[config.mk]
export PLATFORM = sky130hd
export DESIGN_NAME = calc_result_display
export DESIGN_NICKNAME = d
export VERILOG_FILES = /design/src/rtl/calc_result_display.sv
export SDC_FILE = /design/constraint.sdc
export NUM_CORES = 1
export LEC_CHECK = 0
export CAP_MARGIN = 10
export CORE_ASPECT_RATIO = 1.25
export CORE_MARGIN = 8
export CORE_UTILIZATION = 64
export DETAILED_ROUTE_END_ITERATION = 16
export DONT_BUFFER_PORTS = 1
export PLACE_DENSITY = 0.8
export SLEW_MARGIN = 5
export SYNTH_ARGS = -nofsm -noshare
export SYNTH_HDL_FRONTEND = slang
export SYNTH_SLANG_ARGS = --single-unit
export TNS_END_PERCENT = 5
[constraint.sdc]
create_clock -name clk -period 3.21 [get_ports clk]
set_clock_uncertainty 0.15 [all_clocks]
set_input_delay 0.642 -clock clk [delete_from_list [all_inputs] [get_ports clk]]
set_output_delay 0.642 -clock clk [all_outputs]
set_load 0.02 [all_outputs]
[src/rtl/calc_result_display.sv]
// -----------------------------------------------------------------------------
// calc_result_display
//
// Consumer end of the calculator result bus. A 10-bit two's-complement result
// is captured on a load strobe, converted to sign + three BCD digits by a
// sequential double-dabble engine (one iteration per clock), and shown on a
// 4-digit multiplexed, active-low 7-segment display.
//
// Optional feature macro: CALC_LZ_BLANK_EN
//   defined   : leading-zero blanking of the hundreds and tens digits
//   undefined : all three magnitude digits are always shown
//
// Parameters:
//   SCAN_DIV   clocks per digit-scan step (1..65535)
//
// Ports:
//   clk        system clock, rising edge
//   rst_n      asynchronous active-low reset
//   result_in  calculator result, two's complement (-512..+511)
//   load       capture strobe, sampled on rising clk (ignored while busy)
//   busy       high while a conversion is in progress
//   seg        cathodes, active-low, bit6..bit0 = g,f,e,d,c,b,a
//   an         anodes, active-low one-hot, an[0] = rightmost digit
// -----------------------------------------------------------------------------
module calc_result_display #(
    parameter int unsigned SCAN_DIV = 50000
) (
    input  logic       clk,
    input  logic       rst_n,
    input  logic [9:0] result_in,
    input  logic       load,
    output logic       busy,
    output logic [6:0] seg,
    output logic [3:0] an
);

    localparam logic [15:0] SCAN_LAST = 16'(SCAN_DIV - 1);

    localparam logic [6:0] SEG_BLANK = 7'h7F;
    localparam logic [6:0] SEG_MINUS = 7'b0111111;

    typedef enum logic [1:0] {
        IDLE,
        CONV,
        UPDATE
    } state_t;

    state_t      state_reg, state_next;
    logic [9:0]  mag_reg, mag_next;
    logic [11:0] bcd_reg, bcd_next;
    logic [3:0]  iter_reg, iter_next;
    logic        sign_reg, sign_next;

    logic [11:0] disp_bcd_reg, disp_bcd_next;
    logic        disp_sign_reg, disp_sign_next;

    logic [15:0] scan_cnt_reg, scan_cnt_next;
    logic [1:0]  digit_idx_reg, digit_idx_next;
    logic [6:0]  seg_reg, seg_next;
    logic [3:0]  an_reg, an_next;

    // Double-dabble add-3 correction, applied to each BCD nibble in parallel.
    logic [11:0] bcd_adj;
    generate
        for (genvar gi = 0; gi < 3; gi++) begin : g_adj
            assign bcd_adj[gi*4 +: 4] = (bcd_reg[gi*4 +: 4] >= 4'd5)
                                      ? bcd_reg[gi*4 +: 4] + 4'd3
                                      : bcd_reg[gi*4 +: 4];
        end
    endgenerate

    // {bcd,mag} shifted left by one. The top corrected bit is dropped: the
    // largest magnitude (512) never sets the hundreds nibble MSB.
    logic [21:0] shifted;
    assign shifted = {bcd_adj[10:0], mag_reg, 1'b0};

    // ---------------------------------------------------------------- FSM
    always_ff @(posedge clk or negedge rst_n) begin
        if (!rst_n) begin
            state_reg     <= IDLE;
            mag_reg       <= '0;
            bcd_reg       <= '0;
            iter_reg      <= '0;
            sign_reg      <= 1'b0;
            disp_bcd_reg  <= '0;
            disp_sign_reg <= 1'b0;
        end else begin
            state_reg     <= state_next;
            mag_reg       <= mag_next;
            bcd_reg       <= bcd_next;
            iter_reg      <= iter_next;
            sign_reg      <= sign_next;
            disp_bcd_reg  <= disp_bcd_next;
            disp_sign_reg <= disp_sign_next;
        end
    end

    always_comb begin
        state_next     = state_reg;
        mag_next       = mag_reg;
        bcd_next       = bcd_reg;
        iter_next      = iter_reg;
        sign_next      = sign_reg;
        disp_bcd_next  = disp_bcd_reg;
        disp_sign_next = disp_sign_reg;
        case (state_reg)
            IDLE: begin
                if (load) begin
                    sign_next  = result_in[9];
                    // -512 negates to 10'b1000000000, which read unsigned is 512.
                    mag_next   = result_in[9] ? (~result_in + 10'd1) : result_in;
                    bcd_next   = '0;
                    iter_next  = '0;
                    state_next = CONV;
                end
            end
            CONV: begin
                bcd_next  = shifted[21:10];
                mag_next  = shifted[9:0];
                iter_next = iter_reg + 4'd1;
                if (iter_reg == 4'd9) begin
                    state_next = UPDATE;
                end
            end
            UPDATE: begin
                disp_bcd_next  = bcd_reg;
                disp_sign_next = sign_reg;
                state_next     = IDLE;
            end
            default: state_next = IDLE;
        endcase
    end

    assign busy = (state_reg != IDLE);

    // ---------------------------------------------------------------- scan
    always_comb begin
        scan_cnt_next  = scan_cnt_reg + 16'd1;
        digit_idx_next = digit_idx_reg;
        if (scan_cnt_reg >= SCAN_LAST) begin
            scan_cnt_next  = '0;
            digit_idx_next = digit_idx_reg + 2'd1;
        end
    end

    function automatic logic [6:0] seg_decode(input logic [3:0] d);
        case (d)
            4'd0:    seg_decode = 7'b1000000;
            4'd1:    seg_decode = 7'b1111001;
            4'd2:    seg_decode = 7'b0100100;
            4'd3:    seg_decode = 7'b0110000;
            4'd4:    seg_decode = 7'b0011001;
            4'd5:    seg_decode = 7'b0010010;
            4'd6:    seg_decode = 7'b0000010;
            4'd7:    seg_decode = 7'b1111000;
            4'd8:    seg_decode = 7'b0000000;
            4'd9:    seg_decode = 7'b0010000;
            default: seg_decode = SEG_BLANK;
        endcase
    endfunction

    // seg/an are decoded from the *next* display values and digit index so
    // a result written in UPDATE is visible right after that same edge, and
    // anode and cathode change on the same edge.
    logic [3:0] hund_next, tens_next, ones_next;
    assign hund_next = disp_bcd_next[11:8];
    assign tens_next = disp_bcd_next[7:4];
    assign ones_next = disp_bcd_next[3:0];

    always_comb begin
        seg_next = SEG_BLANK;
        an_next  = ~(4'b0001 << digit_idx_next);
        case (digit_idx_next)
            2'd0: seg_next = seg_decode(ones_next);
`ifdef CALC_LZ_BLANK_EN
            2'd1: seg_next = (hund_next == 4'd0 && tens_next == 4'd0)
                             ? SEG_BLANK : seg_decode(tens_next);
            2'd2: seg_next = (hund_next == 4'd0) ? SEG_BLANK : seg_decode(hund_next);
`else
            2'd1: seg_next = seg_decode(tens_next);
            2'd2: seg_next = seg_decode(hund_next);
`endif
            2'd3: seg_next = disp_sign_next ? SEG_MINUS : SEG_BLANK;
            default: seg_next = SEG_BLANK;
        endcase
    end

    always_ff @(posedge clk or negedge rst_n) begin
        if (!rst_n) begin
            scan_cnt_reg  <= '0;
            digit_idx_reg <= '0;
            seg_reg       <= 7'b1000000;
            an_reg        <= 4'b1110;
        end else begin
            scan_cnt_reg  <= scan_cnt_next;
            digit_idx_reg <= digit_idx_next;
            seg_reg       <= seg_next;
            an_reg        <= an_next;
        end
    end

    assign seg = seg_reg;
    assign an  = an_reg;

endmodule

==> results of run 1 <==
==> synth_stat cells (2+ instances only) <==
library cell	instances
a211oi_1	9
a21boi_0	2
a21oi_1	22
a22oi_1	7
a31o_2	2
a31oi_1	5
a32o_1	3
and2_1	4
and3_1	5
buf_2	4
clkbuf_1	16
dfrtp_1	67
dfstp_2	4
ha_1	28
inv_1	29
mux2_2	3
mux2i_1	13
nand2_1	43
nand2b_1	8
nand3_1	23
nand4_1	2
nor2_1	40
nor2b_1	2
nor3_1	11
nor3b_1	2
nor4_1	3
nor4bb_1	2
o21ai_0	34
o221ai_1	3
o31ai_1	9
o32ai_1	2
or3_1	7
xnor2_1	14
xor2_1	14
==> cells by family after synthesis <==
logic type / Yosys count / synth area share
flops: 71 / 0.417
buf+inv: 51 / 0.0460
simple gates: 159 / 0.179
mux: 17 / 0.0437
compound gates: 112 / 0.175
fa+ha+maj: 28 / 0.0820
xor+xnor: 28 / 0.0574
==> timing repair <==
item,CTS,global route
endpoints found under the hold margin,71,0
hold buffers,1,0
gates resized for setup,0,2
setup buffers,0,0
endpoints found under the setup margin,0,2
==> metal layers <==
| layer | wire length (um) | track usage | part of all wire | up-vias |
|---|---|---|---|---|
| li1 | - | - | - | 1651 |
| met1 | 3690 | 0.222 | 0.42 | 1638 |
| met2 | 4410 | 0.337 | 0.50 | 87 |
| met3 | 428 | 0.0428 | 0.049 | 22 |
| met4 | 233 | 0.101 | 0.027 | 0 |
| met5 | 0 | 0 | 0 | - |
==> metrics by stage <==
stage	cell area [um2]	std cells	hold slack (ps)
global route	4610	558	38.6
floorplan	4270	466	196
finish	4610	558	29.2
CTS	4610	558	26.6
detailed placement	4370	542	198
global placement	4370	542	199
==> power by group <==
group          leakage, uW  total, uW  internal, uW  switching, uW
Clock             0.000105        765           431            333
Sequential        0.000887       1430          1150            284
Combinational      0.00110       1510           646            863
==> cell type report <==
cell class	count	share of cell area
clock buffers	9	0.0269
clock inverters	6	0.0187
inverters	30	0.0244
multi-input cells	344	0.498
flip-flops and latches	71	0.386
well taps	87	0.0236
repair buffers	11	0.0223
==> path summary, 6_finish.rpt <==
kind,from,end,slack [ps]
max,state_reg[0]$_DFFE_PN0P_,seg[4]$_DFF_PN0_,350
min,rst_n,scan_cnt_reg[9]$_DFF_PN0_,30
max reg2reg,state_reg[0]$_DFFE_PN0P_,seg[4]$_DFF_PN0_,350
min reg2reg,scan_cnt_reg[0]$_DFF_PN0_,scan_cnt_reg[0]$_DFF_PN0_,310
max in group asynchronous,rst_n,an[1]$_DFF_PN1_,2570
min in group clk,scan_cnt_reg[0]$_DFF_PN0_,scan_cnt_reg[0]$_DFF_PN0_,310
==> results.md, run 1 <==
* Mapped Cells at 466
* Total GRT Usage at 0.197
* PnR worst setup slack at 349 ps
* ANT nets after route at 0
* Die height at 107 um
* Clk root buf: clkbuf_8
* Min-Delay Path Class: input pin to async pin
* Post-synth top area share at 0.393
* CP required at 3290 ps
* Reg2Reg Depth at 9
* CP Depth at 9
* Multi-input logic area at 0.00229 mm2
* Die X at 89.1 um
* Outcome: complete, no violations
* Num Clock Sinks at 71
* Delay-heaviest family, CP: compound AO/OA/AOI/OAI gates
* Crit path largest cell delay at 460 ps
* Yosys reg bits at 71
* Worst-Margin Slew at 900 ps
* Drt wl/cell at 15.7 um
* Crit share post-route at 0.891
* Synth-to-Final Area Change at 7.97%
* Final min period at 2860 ps
* DP Wirelength at 6440 um
* Power per standard cell area at 805 mW/mm2
* Clock slew at reported path FFs at 70 ps
* Port Buf Inserts at 0
* CTS tree: yes
* Pre-CTS WS at 255 ps
* Peak VDD IR at 0.000421 V
* Pleak at 0.00209 uW
* First-pass GRT wire length at 14900 um
* Initial core utilization at 0.655
* Vias per Instance at 6.09
* Post-synthesis instance area at 0.00427 mm2
* Setup TNS at 0 ps
* Clock Tree Buf Depth at 2
* # DRC at 0
* Unrepaired setup endpoints after global routing: false
* Mean Syn Cell Area at 9.16 um2
* Fmax at 349 MHz
* Share of layout cells above drive strength 1 at 0.0892
* Pre-Repair DR Iteration Count at 4
* Clk Latency, worst-skew pair at 340 ps
* Initial antenna violation count at 0
* Post-synth top flop: dfrtp_1
* Final slew viol count at 0
* Worst Path Buf+Inv at 1
* Post-synth net total at 507
* Most frequent cells in the layout: dfrtp_1 (67), nand2_1 (43), nor2_1 (40)
* CP arrival at 2940 ps
* Synth warnings at 0
* Final hold violation count at 0
* DR vias at 3398
* Slowest-stage cell, CP: dfrtp_1
* Crit end category: flip-flop
* Synth area leaders: dfrtp_1 (39%), ha_1 (8.2%), o21ai_0 (4.0%)
* Crit Path Category: flip-flop to flip-flop
* Register area share after synthesis at 0.417
* Most common cell after layout, fill and taps aside: dfrtp_1
* Final core area utilization at 0.707
* Fillers at 506
* Vias in the first global route at 3310
* Largest net degree at the start of global routing at 72
* Max reg flops at 16
* CTS Buf Count at 9
* Initial drt markers at 208
* Final WL at 8760 um
* Startpoint Class: flip-flop
* Diode count at 0
* Distinct cells, synth at 58
* Die area at 0.00956 mm2
* Max_slew headroom at 0.400
* CP max FO at 17
* Final setup fails at 0
* Post-synth ARST share at 1.00
* Max Cap Viol at 0
* Area of the core at 0.00652 mm2
* Register area at 0.00178 mm2
* Htree depth at 3
* Nets@finish at 508
* Total gr overflow at 0
* Placer Congestion at 0.921
* Post-synth EDFFs at 0
* Tot Pwr at 3710 uW
* CP Cell Sequence: nand2b_2 > nand2_1 > a21boi_0 > inv_1 > ha_1 > nand3_1 > o21ai_0 > mux2_2 > a221oi_2
* Yosys top cell by area: dfrtp_1
* Ports at 25
* Row count at 33
Power figures use the tool's default switching activity.
==> run 2, diff against run 1 <==
Settings changed: ABC_AREA set to 1, CORE_MARGIN 8 to not set.
==> results.md, run 2 <==
* Fmax at 406 MHz (was 349 MHz)
* Final WL at 7870 um (was 8760 um)
* Delay-heaviest family, CP: simple AND/OR/NAND/NOR gates (was compound AO/OA/AOI/OAI gates)
* Area of the core at 0.00625 mm2 (was 0.00652 mm2)
* Final min period at 2460 ps (was 2860 ps)
* Pre-CTS WS at 781 ps (was 255 ps)
* Largest net degree at the start of global routing at 72 (unchanged)
* Drt wl/cell at 12.8 um (was 15.7 um)
* Row count at 32 (was 33)
* Nets@finish at 566 (was 508)
* CP Depth at 12 (was 9)
* Num Clock Sinks at 71 (unchanged)
* Synth warnings at 0 (unchanged)
* # resized after CTS at 0 (unchanged)
* Clock slew at reported path FFs at 80 ps (was 70 ps)
* Initial core utilization at 0.671 (was 0.655)
* Peak VDD IR at 0.000584 V (was 0.000421 V)
* Synth cell count leaders: nand2_1 (108), dfrtp_1 (67), inv_1 (67) (was dfrtp_1 (67), nand2_1 (43), nor2_1 (40))
* Reg2Reg Depth at 12 (was 9)
* WHS at 5.76 ps (was 29.2 ps)
* GR Layer Usage met3 at 0.0403 (was 0.0428)
* Yosys top cell by area: dfrtp_1 (unchanged)
* CTS Buf Count at 9 (unchanged)
* # DRC at 0 (unchanged)
* Htree depth at 3 (unchanged)
* Logic pwr share at 0.399 (was 0.407)
* Post-synth EDFFs at 0 (unchanged)
* Crit end category: flip-flop (unchanged)
* Synth-to-Final Area Change at 7.67% (was 7.97%)
* Worst Path Buf+Inv at 2 (was 1)
* Distinct cells, synth at 37 (was 58)
* Die height at 92.5 um (was 107 um)
* PnR worst setup slack at 750 ps (was 349 ps)
* Most Frequent Cell on Critical Path: nand2_1
* Unrepaired setup endpoints after global routing: false (unchanged)
* Most common cell after layout, fill and taps aside: nand2_1 (was dfrtp_1)
* First-pass GRT wire length at 14000 um (was 14900 um)
* Clock Tree Buf Depth at 2 (unchanged)
* Switching Share at 0.402 (was 0.399)
* Diode count at 0 (unchanged)
* Post-synth top flop: dfrtp_1 (unchanged)
* Most frequent cells in the layout: nand2_1 (108), inv_1 (67), dfrtp_1 (67) (was dfrtp_1 (67), nand2_1 (43), nor2_1 (40))
* DR vias at 3407 (was 3398)
* Pre-Repair DR Iteration Count at 5 (was 4)
* CP arrival at 2540 ps (was 2940 ps)
* Worst-Margin Slew at 759 ps (was 900 ps)
* Seq pwr share at 0.372 (was 0.387)
* Switching pwr at 1470 uW (was 1480 uW)
* Final setup fails at 0 (unchanged)
* Total gr overflow at 0 (unchanged)
* Initial drt markers at 187 (was 208)
* Multi-input logic area at 0.00206 mm2 (was 0.00229 mm2)
* Mapped Cells at 521 (was 466)
* Die X at 74.4 um (was 89.1 um)
* CP required at 3290 ps (about the same)
* Post-synth top area share at 0.400 (was 0.393)
* Placer Congestion at 0.875 (was 0.921)
* Clk root buf: clkbuf_8 (unchanged)
* CP Cell Sequence: inv_2 > nand2_2 > o21ai_1 > inv_1 > ha_1 > nand3b_1 > o21ai_0 > nand2_1 > nand2_1 > nand2_1 > nand2_1 > nand3_1 (was nand2b_2 > nand2_1 > a21boi_0 > inv_1 > ha_1 > nand3_1 > o21ai_0 > mux2_2 > a221oi_2)
* CTS tree: yes (unchanged)
* Internal at 2190 uW (was 2230 uW)
* Max Cap Viol at 0 (unchanged)
* Vias in the first global route at 3288 (was 3310)
* Pleak at 0.00229 uW (was 0.00209 uW)
* Final hold violation count at 0 (unchanged)
* Register area at 0.00178 mm2 (unchanged)
* Global routing usage on met1 at 0.330 (was 0.222)
* Crit Path Category: flip-flop to flip-flop (unchanged)
* Ports at 25 (unchanged)
* Post-synth net total at 562 (was 507)
* Outcome: complete, no violations (unchanged)
* Startpoint Class: flip-flop (unchanged)
* Grt peak-use layer: met2 (unchanged)
* ANT nets after route at 0 (unchanged)
* Register area share after synthesis at 0.425 (was 0.417)
* Count leader, synth: nand2_1 (was dfrtp_1)
* DP Area at 0.00425 mm2 (was 0.00437 mm2)
* Clk Latency, worst-skew pair at 350 ps (was 340 ps)
* Share of layout cells above drive strength 1 at 0.113 (was 0.0892)
* Max_slew headroom at 0.492 (was 0.400)
* Post-synthesis instance area at 0.00419 mm2 (was 0.00427 mm2)
* Clock Power Share at 0.230 (was 0.206)
* Post-synth ARST share at 1.00 (unchanged)
* Crit path largest cell delay at 480 ps (was 460 ps)
* Slowest-stage cell, CP: o21ai_1 (was dfrtp_1)
* Initial antenna violation count at 0 (unchanged)
* Fillers at 486 (was 506)
* Final slew viol count at 0 (unchanged)
* Port Buf Inserts at 0 (unchanged)
* Die area at 0.00688 mm2 (was 0.00956 mm2)
* Tot Pwr at 3670 uW (was 3710 uW)
* Power per standard cell area at 812 mW/mm2 (was 805 mW/mm2)
* Total GRT Usage at 0.261 (was 0.197)
* Vias per Instance at 5.54 (was 6.09)
* Max reg flops at 16 (unchanged)
* Synth area leaders: dfrtp_1 (40%), nand2_1 (9.7%), ha_1 (8.4%) (was dfrtp_1 (39%), ha_1 (8.2%), o21ai_0 (4.0%))
* Mean Syn Cell Area at 8.05 um2 (was 9.16 um2)
* Min-Delay Path Class: input pin to async pin (unchanged)
* Yosys reg bits at 71 (unchanged)
* DP Wirelength at 5680 um (was 6440 um)
* CP max FO at 22 (was 17)
* Setup TNS at 0 ps (unchanged)
* Crit share post-route at 0.767 (was 0.891)
* Fin area at 0.00451 mm2 (was 0.00461 mm2)
* M2 GR Usage at 0.429 (was 0.337)
-- run 2: through the flow --
stage / util / instances
final: 0.723 / 615
after global routing: 0.723 / 615
after CTS: 0.723 / 615
after detailed placement: 0.680 / 598
after global placement: 0.680 / 598
after floorplan: - / 521
-- run 2: cell type report --
cell class                      instances  share of cell area
Clock buffer                           12              0.0366
Clock inverter                          4              0.0169
Tap cell                               85              0.0236
Sequential cell                        71               0.395
Multi-Input combinational cell        365               0.457
Inverter                               76              0.0632
Timing Repair Buffer                    2             0.00776
-- run 2: worst reg2reg max path, cell delays in order, from the launching register on --
cell and delay (ps):
dfrtp_1 410, inv_2 80, nand2_2 260, o21ai_1 480, inv_1 170, ha_1 220, nand3b_1 160, o21ai_0 90
nand2_1 70, nand2_1 60, nand2_1 50, nand2_1 70, nand3_1 80
-- run 2: what timing repair did --
action	4_1_cts	5_1_grt
hold buffers	1	0
endpoints found under the setup margin	0	0
buffers inserted	0	0
hold endpoints to repair	71	0
-- run 2: kinds of logic (layout without fill, tap and decap cells) --
family                   Yosys count  in the layout  share of synthesized area
adder cells (fa/ha/maj)           28             28                     0.0836
multiplexers                       1              1                    0.00239
AO/OA/AOI/OAI                     81             81                      0.111
buffers and inverters             85             94                     0.0827
XOR/XNOR                          14             14                     0.0292
AND/OR/NAND/NOR                  241            241                      0.266
flip-flops                        71             71                      0.425
-- run 2: path summary, 6_finish.rpt --
kind,start,to,slack (ps)
max,state_reg[0]$_DFFE_PN0P_,seg[5]$_DFF_PN0_,750
min,rst_n,scan_cnt_reg[12]$_DFF_PN0_,6
max reg2reg,state_reg[0]$_DFFE_PN0P_,seg[5]$_DFF_PN0_,750
min reg2reg,scan_cnt_reg[0]$_DFF_PN0_,scan_cnt_reg[0]$_DFF_PN0_,310
max in group asynchronous,rst_n,an[1]$_DFF_PN1_,2590
min in group clk,scan_cnt_reg[0]$_DFF_PN0_,scan_cnt_reg[0]$_DFF_PN0_,310
-- run 2: power groups by stage --
stage | Clock, uW | Combinational [uW] | Sequential [uW]
global route | 893 | 1710 | 1400
detailed placement | 0 | 1410 | 1380
CTS | 852 | 1450 | 1370
global placement | 0 | 1360 | 1370
floorplan | 0 | 1150 | 1340
finish | 842 | 1460 | 1360
-- run 2: per-layer routing --
layer | wire length, um | part of all wire
met3 | 299 | 0.038
met1 | 3520 | 0.45
met2 | 3850 | 0.49
met4 | 204 | 0.026
met5 | 0 | 0
